### src/rtl/ram_fifo_controller.sv
// ram_fifo_controller
// FIFO controller that drives a single-port RAM as a circular queue of
// depth 2**ADDRESS_WIDTH. Push and pop requests become one RAM access at a
// time. When a push and a pop are both eligible, the controller alternates
// between them.
// Optional build macro RAM_FIFO_CTRL_ERR_EN adds two sticky error flags:
// overflow (push while full) and underflow (pop while empty).
module ram_fifo_controller #(
    parameter int ADDRESS_WIDTH = 5,
    parameter int DATA_WIDTH    = 8
) (
    input  logic                     clk,
    input  logic                     reset,
    input  logic                     push_req,
    input  logic [DATA_WIDTH-1:0]    push_data,
    output logic                     push_ack,
    input  logic                     pop_req,
    output logic [DATA_WIDTH-1:0]    pop_data,
    output logic                     pop_valid,
    output logic                     full,
    output logic                     empty,
    output logic [ADDRESS_WIDTH:0]   count,
    output logic                     busy,
    output logic [ADDRESS_WIDTH-1:0] ram_address,
    output logic [DATA_WIDTH-1:0]    ram_in_data,
    output logic                     ram_write_enable,
`ifdef RAM_FIFO_CTRL_ERR_EN
    output logic                     overflow,
    output logic                     underflow,
`endif
    input  logic [DATA_WIDTH-1:0]    ram_out_data
);

    localparam int DEPTH = 2 ** ADDRESS_WIDTH;
    localparam logic [ADDRESS_WIDTH:0] DEPTH_COUNT = (ADDRESS_WIDTH + 1)'(DEPTH);

    typedef enum logic [1:0] {
        IDLE,
        WRITE,
        READ_WAIT,
        READ_CAP
    } state_t;

    typedef enum logic {
        OP_POP,
        OP_PUSH
    } op_t;

    state_t                   state;
    state_t                   state_next;
    op_t                      last_op;
    logic [ADDRESS_WIDTH-1:0] wr_ptr;
    logic [ADDRESS_WIDTH-1:0] rd_ptr;
    logic                     push_ok;
    logic                     pop_ok;
    logic                     take_push;
    logic                     take_pop;

    // Occupancy flags come straight from the count register.
    assign full    = (count == DEPTH_COUNT);
    assign empty   = (count == '0);
    assign busy    = (state != IDLE);
    assign push_ok = push_req && !full;
    assign pop_ok  = pop_req && !empty;

    // Next-state logic. When both requests are eligible, the controller
    // serves the operation opposite to the last one it served.
    always_comb begin
        state_next = state;
        take_push  = 1'b0;
        take_pop   = 1'b0;
        case (state)
            IDLE: begin
                if (push_ok && pop_ok) begin
                    if (last_op == OP_POP) take_push = 1'b1;
                    else                   take_pop  = 1'b1;
                end else if (push_ok) begin
                    take_push = 1'b1;
                end else if (pop_ok) begin
                    take_pop = 1'b1;
                end
                if (take_push)     state_next = WRITE;
                else if (take_pop) state_next = READ_WAIT;
            end
            WRITE:     state_next = IDLE;
            READ_WAIT: state_next = READ_CAP;
            READ_CAP:  state_next = IDLE;
            default:   state_next = IDLE;
        endcase
    end

    // State register. An asynchronous reset abandons any access in flight.
    always_ff @(posedge clk or posedge reset) begin
        if (reset) state <= IDLE;
        else       state <= state_next;
    end

    // RAM interface, pointers, occupancy and handshake pulses. The address
    // is held through READ_WAIT, so a RAM with either a combinational or a
    // registered read path has valid data by READ_CAP.
    always_ff @(posedge clk or posedge reset) begin
        if (reset) begin
            ram_address      <= '0;
            ram_in_data      <= '0;
            ram_write_enable <= 1'b0;
            push_ack         <= 1'b0;
            pop_valid        <= 1'b0;
            pop_data         <= '0;
            wr_ptr           <= '0;
            rd_ptr           <= '0;
            count            <= '0;
            last_op          <= OP_POP;
        end else begin
            push_ack  <= 1'b0;
            pop_valid <= 1'b0;
            case (state)
                IDLE: begin
                    if (take_push) begin
                        ram_address      <= wr_ptr;
                        ram_in_data      <= push_data;
                        ram_write_enable <= 1'b1;
                        push_ack         <= 1'b1;
                        last_op          <= OP_PUSH;
                    end else if (take_pop) begin
                        ram_address <= rd_ptr;
                        last_op     <= OP_POP;
                    end
                end
                WRITE: begin
                    ram_write_enable <= 1'b0;
                    wr_ptr           <= wr_ptr + 1'b1;
                    count            <= count + 1'b1;
                end
                READ_CAP: begin
                    pop_data  <= ram_out_data;
                    pop_valid <= 1'b1;
                    rd_ptr    <= rd_ptr + 1'b1;
                    count     <= count - 1'b1;
                end
                default: ;
            endcase
        end
    end

`ifdef RAM_FIFO_CTRL_ERR_EN
    // Sticky error flags. A request that arrives in IDLE but cannot be
    // served sets its flag, and only reset clears the flags.
    always_ff @(posedge clk or posedge reset) begin
        if (reset) begin
            overflow  <= 1'b0;
            underflow <= 1'b0;
        end else if (state == IDLE) begin
            if (push_req && full)  overflow  <= 1'b1;
            if (pop_req && empty)  underflow <= 1'b1;
        end
    end
`endif

endmodule

### config.mk
export PLATFORM = sky130hd
export DESIGN_NAME = ram_fifo_controller
export DESIGN_NICKNAME = d
export VERILOG_FILES = /design/src/rtl/ram_fifo_controller.sv
export SDC_FILE = /design/constraint.sdc
export NUM_CORES = 1
export LEC_CHECK = 0
export ABC_AREA = 1
export CAP_MARGIN = 20
export CORE_MARGIN = 3
export CORE_UTILIZATION = 45
export CTS_CLUSTER_SIZE = 20
export DETAILED_ROUTE_END_ITERATION = 12
export HOLD_SLACK_MARGIN = 0.06
export MAX_ROUTING_LAYER = met4
export PLACE_DENSITY = 0.75
export SLEW_MARGIN = 5
export SYNTH_ARGS = -nofsm -noshare
export SYNTH_HDL_FRONTEND = slang
export SYNTH_SLANG_ARGS = --single-unit
### constraint.sdc
create_clock -name clk -period 2.4 [get_ports clk]
set_input_delay 0.48 -clock clk [delete_from_list [all_inputs] [get_ports clk]]
set_output_delay 0.48 -clock clk [all_outputs]
set_load 0.05 [all_outputs]
### After elaboration in Yosys (flattened, before gate mapping)

Index checks and enable logic that the tools add are counted.

| cells by class | value |
|---|---|
| muxes and demuxes | 24 |
| add/subtract/negate cells | 4 |
| reductions and logical operators | 15 |
| eq/ne operators | 6 |

Operator list:

| kind | number |
|---|---|
| 1-bit 2-to-1 mux | 17 |
| 6-bit one-hot mux with 2 select lines | 1 |
| 5-bit by 1-bit adder with 5-bit output (second input constant) | 2 |
| 5-bit 2-to-1 mux | 2 |
| 2-bit nonzero test | 4 |
| 6-bit by 1-bit adder with 6-bit output (second input constant) | 1 |
| 6-bit equality test (second input constant) | 1 |
| 6-bit zero test | 1 |
| 2-bit one-hot mux with 3 select lines | 1 |
| 2-bit AND reduction | 3 |
| 6-bit by 1-bit subtractor with 6-bit output (second input constant) | 1 |
| 2-bit equality test (second input constant) | 2 |
| 2-bit 2-to-1 mux | 2 |
| 1-bit logical AND | 3 |
| 3-bit by 1-bit inequality test with 1-bit output (second input constant) | 1 |
| 2-bit by 1-bit equality test with 1-bit output (second input constant) | 1 |
| 1-bit zero test | 2 |
| 2-bit zero test | 1 |
| 2-bit inequality test (second input constant) | 1 |
| 1-bit one-hot mux with 2 select lines | 1 |
| 2-bit OR reduction | 1 |

| storage, ports and cells | value |
|---|---|
| output and inout port bits | 33 |
| word-level logic and storage cells | 60 |
| register bits after elaboration | 43 |

### Longest topological paths before layout

Gate-level depths: netlist of run 1.

| logic depth | value |
|---|---|
| word-level depth | 10 |
| depth in mapped cells | 14 |
| depth with buffers taken out | 13 |

### Worst setup path before layout of run 1

No wires, ideal clock.

| path | value |
|---|---|
| path kind | register to register |
| start point | register count[5] |
| end point | register ram_in_data[0] |
| period minus slack after synthesis | 1825 ps |
| setup slack | 575 ps |
| arrival time | 1707 ps |
| cell stages (with the launch flop) | 11 |
| path buffers | 1 |
| path through | dfrtp_1 > nand2_1 > nor2_4 > nor2_4 > nand2_4 > inv_4 > nand2_4 > inv_4 > buf_8 > nand2_1 > nand2_1 |

| on the way | value |
|---|---|
| longest elaborated chain between the ends | 8 |
| elaborated cells between the ends (all ways) | 12 |

RTL lines:

| element | line | text |
|---|---|---|
| start: declaration | 22 | `output logic [ADDRESS_WIDTH:0] count,` |
| start signal: assignment | 132 | `count <= count + 1'b1;` |
| start signal: assignment | 138 | `count <= count - 1'b1;` |
| 6-bit equality test * | 60 | `assign full = (count == DEPTH_COUNT);` |
| via full | 20 | `output logic full,` |
| 1-bit zero test * | 63 | `assign push_ok = push_req && !full;` |
| 1-bit logical AND * | 63 |  |
| 1-bit 2-to-1 mux or 1-bit logical AND (tied branches) | 77, 74 |  |
| 1-bit 2-to-1 mux * | 74 | `if (push_ok && pop_ok) begin` |
| 1-bit 2-to-1 mux * (2 in a row) | 72 | `case (state)` |
| via take_push | 56 | `logic take_push;` |
| 2-bit AND reduction (no line) * | - |  |
| end signal: assignment | 120 | `ram_in_data <= push_data;` |
| end: declaration | 25 | `output logic [DATA_WIDTH-1:0] ram_in_data,` |

The timed path passes the listed nets; every way through them passes the cells marked *. The select of a mux whose other input is x is not followed.
A chain may end at the register's enable or synchronous reset.

### Final worst setup path of run 1

| path | value |
|---|---|
| start point | register state[1] |
| end point | output port busy |

| on the way | value |
|---|---|
| longest elaborated chain between the ends | 1 |

RTL lines:

| element | line | text |
|---|---|---|
| start: declaration | 49 | `state_t state;` |
| start signal: assignment | 95 | `else state <= state_next;` |
| 2-bit nonzero test | 62 | `assign busy = (state != IDLE);` |
| end: declaration | 23 | `output logic busy,` |

Every way passes these cells.

==> impl_metrics.csv, run 1 <==
group,metric,value,unit
die,core_area,4202,µm²
worst_setup_path,r2r_slack,500,ps
cells_and_area,layout_commonest_cell,"nand2_1",
clock_network,clockRootBuffer,"clkbuf_8",
grt,overflow,0,
cells_and_area,nets,319,
clock_network,cts_inserted_buffers,5,
synthesis,syn_nets,262,
cells_and_area,stdcell_count,346,
synthesis,mappedNetlistArea,2043,µm²
clock_network,htree_levels,2,
grt,first_global_vias,1592,
die,std_cell_rows,23,
outcome,outcome,"completed",
worst_setup_path,worstSetupPathType,"flop to output port",
min_path,worstHoldStart,"rd_ptr[4]",
sta,setup_viol,0,
worst_setup_path,critPathBufInv,2,
worst_setup_path,worstPathRequired,1920,ps
cells_and_area,areaGrowthSynthToFinish,33.86,%
detailed_routing,drt_first_pass_iters,4,
worst_setup_path,cp_max_fo,8,
placement,placedCellCount,338,
clock_network,cts_hold_buf,0,
grt,grt_antenna_before_repair,0,
grt,grt_usage,0.1843,
worst_setup_path,reg2reg_to,"count[4]",
sta,tns,0,ps
synthesis,synth_area_per_cell,8.585,µm²
min_path,min_path_cells,1,
sta,fmax,0.4473,GHz
detailed_routing,ant_nets,0,
clock_network,cts_resized,0,
die,die_y,73.38,µm
sta,maxSlewViolCount,0,
worst_setup_path,critPathArrivalTime,1760,ps
sta,fin_crit,2235,ps
worst_setup_path,crit_family,"buffers and inverters",
worst_setup_path,start_kind,"flop",
worst_setup_path,cp-end-kind,"output port",
sta,tightestPinTransition,535.0,ps
worst_setup_path,reg2reg_from,"state[1]",
worst_setup_path,worst_path_max_delay_cell,"clkdlybuf4s50_1",
cells_and_area,fillers,337,
detailed_routing,drt-initial-drc-count,68,
cells_and_area,final_cell_mix,"nand2_1, clkdlybuf4s50_1, dfrtp_1",
min_path,hold_path.class,"flop to flop",
worst_setup_path,reg2regPathDepth,13,
sta,period_share,0.9314,
clock_network,cts_tree,"yes",
die,die_area,5385,µm²
grt,grt_pass1_wl,7.341,mm
placement,gp_congestion,0.8377,
synthesis,synth_cell_type_count,25,
min_path,whs_endpoint,"rd_ptr[4]",
clock_network,clockBufferDepth,2,
clock_network,post_cts_buffers,0,
placement,portBuffers,52,
job,maxCapViolCount,0,
clock_network,clk_pin_slew,80,ps
detailed_routing,routed_via_density,4.699,
sta,relSlewSlack,0.6433,
synthesis,netlist_instances,238,
cells_and_area,multi_input_area,815.8,µm²
sta,hold_viol_final,0,
synthesis,yosys_register_bits,43,
die,die_w,73.38,µm
sta,grt_setup_unrepaired,"false",
synthesis,synth_top_cell_area_share,0.5266,
clock_network,worst_skew_pair.late_latency,300,ps
cells_and_area,drive_gt1_frac,0.1014,
clock_network,clock_sinks,43,
detailed_routing,wirelength,4.207,mm
synthesis,yosys_warnings,0,
synthesis,yosysSeqAreaShare,0.5266,
placement,dp_hpwl,3.017,mm
synthesis,synth_area_leaders,"dfrtp_1, nand2_1, xor2_1",
sta,clock_skew,9.439,ps
worst_setup_path,max_stage_delay,790,ps
worst_setup_path,path_cells,"nor2_1, inv_1, clkdlybuf4s50_1",
grt,grt_max_degree,44,
detailed_routing,num_vias,1626,
cells_and_area,ff_latch_area,1076,µm²
cells_and_area,diodes,0,
synthesis,synth_top_area_cell,"dfrtp_1",
detailed_routing,post-route-drc-count,0,
die,num_io_pins,53,
detailed_routing,routedWlPerCell,12.16,µm
die,start_util,0.4863,
kinds of logic (layout without fill, tap and decap cells):
logic type,count (synthesis),count (layout),synth area share
AND/OR/NAND/NOR,134,134,0.2933
flip-flops,43,43,0.5266
buffers and inverters,32,90,0.07409
AO/OA/AOI/OAI,14,14,0.03429
XOR/XNOR,11,11,0.04715
adder cells (fa/ha/maj),4,4,0.02450
sequential cells by signal, indices dropped and copies added (netlist names), 2 cells and up:
name / flops
ram_address: 5
ram_in_data: 8
wr_ptr: 5
rd_ptr: 5
state: 2
pop_data: 8
count: 6
metal layers:
| layer | vias to the layer above | track usage | wire length, µm |
|---|---|---|---|
| li1 | 842 | - | - |
| met1 | 740 | 0.2399 | 1959 |
| met2 | 38 | 0.2701 | 1963 |
| met3 | 6 | 0.05746 | 212 |
| met4 | 0 | 0.07042 | 72 |
| met5 | - | - | 0 |
cell usage after synthesis (all sizes together):
cell type	count
inv	26
xor2	10
dfrtp	43
a21oi	4
o21ai	10
or2	2
xnor2	1
clkbuf	1
nand3	11
nor2	11
nor3	2
ha	4
nand4	4
nand2	104
buf	5
stage by stage:
stage | area (µm²) | hold WS [ps] | utilization | worst slack (ps)
2_1_floorplan | 2043 | 434.7 | - | 575.3
3_3_place_gp | 2603 | 449.8 | 0.6194 | 498.1
3_5_place_dp | 2603 | 460.0 | 0.6194 | 486.2
4_1_cts | 2735 | 473.0 | 0.6510 | 152.8
5_1_grt | 2735 | 506.3 | 0.6510 | 74.40
6_report | 2735 | 467.1 | 0.6510 | 164.5
cell type report:
| type | instances | share of cell area |
|---|---|---|
| clock buffers | 6 | 0.02653 |
| clock inverters | 2 | 0.02196 |
| inverters | 26 | 0.03751 |
| multi-input cells | 163 | 0.2983 |
| flip-flops and latches | 43 | 0.3934 |
| well taps | 50 | 0.02287 |
| repair buffers | 56 | 0.1995 |
worst max-delay path by stage:
stage | startpoint | cells after the start | end
after detailed placement | state[1] | 3 | busy
after global placement | state[1] | 3 | busy
after floorplan | count[5] | 10 | ram_in_data[0]
final | state[1] | 3 | busy
after global routing | state[1] | 3 | busy
after CTS | state[1] | 3 | busy
worst register-to-register path, delay by kind of cell (launching register included):
kind | cells | cell delay [ps]
and+or+nand+nor | 9 | 940
adders and majority gates | 1 | 160
buffers and inverters | 2 | 100
DFF | 1 | 490
AOI/OAI and AO/OA | 1 | 90
Power of run 1 is not shown: default switching activity piles up to over one toggle a cycle in this logic, so the estimate is an artifact.
==> run 2, diff against run 1 <==
==> constraint.sdc (replaced) <==
create_clock -name clk -period 2.4 [get_ports clk]
set_input_delay 0.48 -clock clk [delete_from_list [all_inputs] [get_ports clk]]
set_output_delay 0.48 -clock clk [all_outputs]
set_load 0.02 [all_outputs]
==> impl_metrics.csv, run 2 (synthesized netlist as in run 1, its figures left out) <==
group,metric,value,unit
worst_setup_path,cp_max_fo,15,
sta,period_share,0.9308,
worst_setup_path,cp-end-kind,"output port",
detailed_routing,drt-initial-drc-count,58,
sta,tns,0,ps
clock_network,clockBufferDepth,2,
grt,overflow,0,
outcome,outcome,"completed",
clock_network,cts_inserted_buffers,5,
detailed_routing,ant_nets,0,
sta,maxSlewViolCount,0,
cells_and_area,diodes,0,
clock_network,clk_pin_slew,80,ps
grt,first_global_vias,1576,
grt,grt_antenna_before_repair,0,
cells_and_area,fin_area,2740,µm²
worst_setup_path,max_stage_delay,670,ps
cells_and_area,layout_commonest_cell,"nand2_1",
power,switching_share,0.4156,
die,core_area,4202,µm²
worst_setup_path,crit_start,"state[0]",
power,power_density,1477,nW/µm²
die,die_area,5385,µm²
cells_and_area,reg.largest.list,"pop_data: 8 flops, ram_in_data: 8 flops, count: 6 flops",
worst_setup_path,crit_path_end,"busy",
die,num_io_pins,53,
detailed_routing,routedWlPerCell,11.94,µm
placement,place_ws,503.5,ps
cells_and_area,final_cell_mix,"nand2_1, clkdlybuf4s50_1, dfrtp_1",
worst_setup_path,worstPathRequired,1920,ps
worst_setup_path,worst_path_max_delay_cell,"dfrtp_1",
power,p_comb_frac,0.498,
power,p_switching,1.682,mW
detailed_routing,top_layer,"met4",
clock_network,cts_hold_buf,0,
clock_network,htree_levels,2,
grt,grt_usage,0.1715,
power,p_int,2.365,mW
die,die_w,73.38,µm
power,irDropWorstVdd,812.4,µV
clock_network,clockRootBuffer,"clkbuf_8",
sta,setup_ws,166.1,ps
die,start_util,0.4863,
worst_setup_path,path_cells,"nor2_1, inv_1, clkdlybuf4s50_1",
detailed_routing,wirelength,4.131,mm
sta,fmax,0.4476,GHz
clock_network,post_cts_buffers,0,
clock_network,worst_skew_pair.late_latency,290,ps
worst_setup_path,cp.depth,3,
detailed_routing,wl_met1,1.970,mm
worst_setup_path,critPathBufInv,2,
job,maxCapViolCount,0,
power,leakage,1.392,nW
clock_network,clock_sinks,43,
placement,gp_congestion,0.8055,
sta,relSlewSlack,0.6489,
placement,placed_area,2608,µm²
power,clkPwrFrac,0.162,
detailed_routing,routed_via_density,4.789,
detailed_routing,post-route-drc-count,0,
worst_setup_path,start_kind,"flop",
cells_and_area,final_util,0.6522,
die,die_y,73.38,µm
worst_setup_path,crit_family,"flip-flops",
detailed_routing,num_vias,1657,
grt,grt_max_degree,44,
detailed_routing,drt_first_pass_iters,4,
sta,setup_viol,0,
placement,portBuffers,52,
die,std_cell_rows,23,
cells_and_area,nets,319,
worst_setup_path,r2r_slack,420,ps
clock_network,cts_resized,0,
min_path,hold_path.class,"flop to flop",
cells_and_area,areaGrowthSynthToFinish,34.11,%
min_path,min_path_cells,1,
worst_setup_path,critPathArrivalTime,1750,ps
power,total_power,4.048,mW
detailed_routing,wl_met3,212,µm
power,p_seq_frac,0.340,
sta,grt_setup_unrepaired,"false",
clock_network,cts_tree,"yes",
cells_and_area,drive_gt1_frac,0.09459,
sta,hold_viol_final,0,
sta,clock_skew,8.841,ps
sta,fin_crit,2234,ps
worst_setup_path,worstSetupPathType,"flop to output port",
grt,grt_pass1_wl,6.955,mm
worst_setup_path,reg2reg_to,"count[4]",
worst_setup_path,reg2reg_from,"state[0]",
detailed_routing,wl_met2,1.899,mm
placement,dp_hpwl,3.014,mm
worst_setup_path,reg2regPathDepth,12,
sta,tightestPinTransition,526.6,ps
## run 2: changes by cell type in the layout (fill, tap and decap cells not counted)
| cell | before | now |
|---|---|---|
| clkdlybuf4s50_1 | 50 | 52 |
| buf_4 | 6 | 4 |
## run 2: stage by stage
stage	cells	hold slack (ps)
CTS	346	470.5
finish	346	466.2
floorplan	238	434.7
global placement	338	452.0
global route	346	496.5
detailed placement	338	456.5
## run 2: area by class of cell
class                      instances  area, µm²
inverter                          26      102.6
fill                             349       1461
multi-input combinational        163      815.8
clock buffer                       6      72.57
clock inverter                     2      60.06
sequential                        43       1076
timing repair buffer              56      550.5
tap                               50      62.56
## run 2: power groups by stage
stage	registers, mW	clock network [mW]	logic (mW)
after floorplan	1.59	0	1.04
after global placement	1.37	0	2.00
after detailed placement	1.38	0	2.02
after CTS	1.38	0.666	2.04
after global routing	1.42	0.694	2.23
final	1.38	0.655	2.02
## run 2: routing by layer
layer,track usage,vias up
met3,0.04378,4
li1,-,847
met1,0.2261,761
met2,0.2572,45
met5,-,-
met4,0.06036,0
## run 2: worst min path at each step
stage	from	to	slack, ps
after floorplan	wr_ptr[4]	wr_ptr[4]	430
after global placement	wr_ptr[4]	wr_ptr[4]	450
after detailed placement	wr_ptr[4]	wr_ptr[4]	460
after CTS	wr_ptr[4]	wr_ptr[4]	470
after global routing	wr_ptr[4]	wr_ptr[4]	500
final	wr_ptr[4]	wr_ptr[4]	470
No activity file was read; power rests on OpenSTA's default activity.
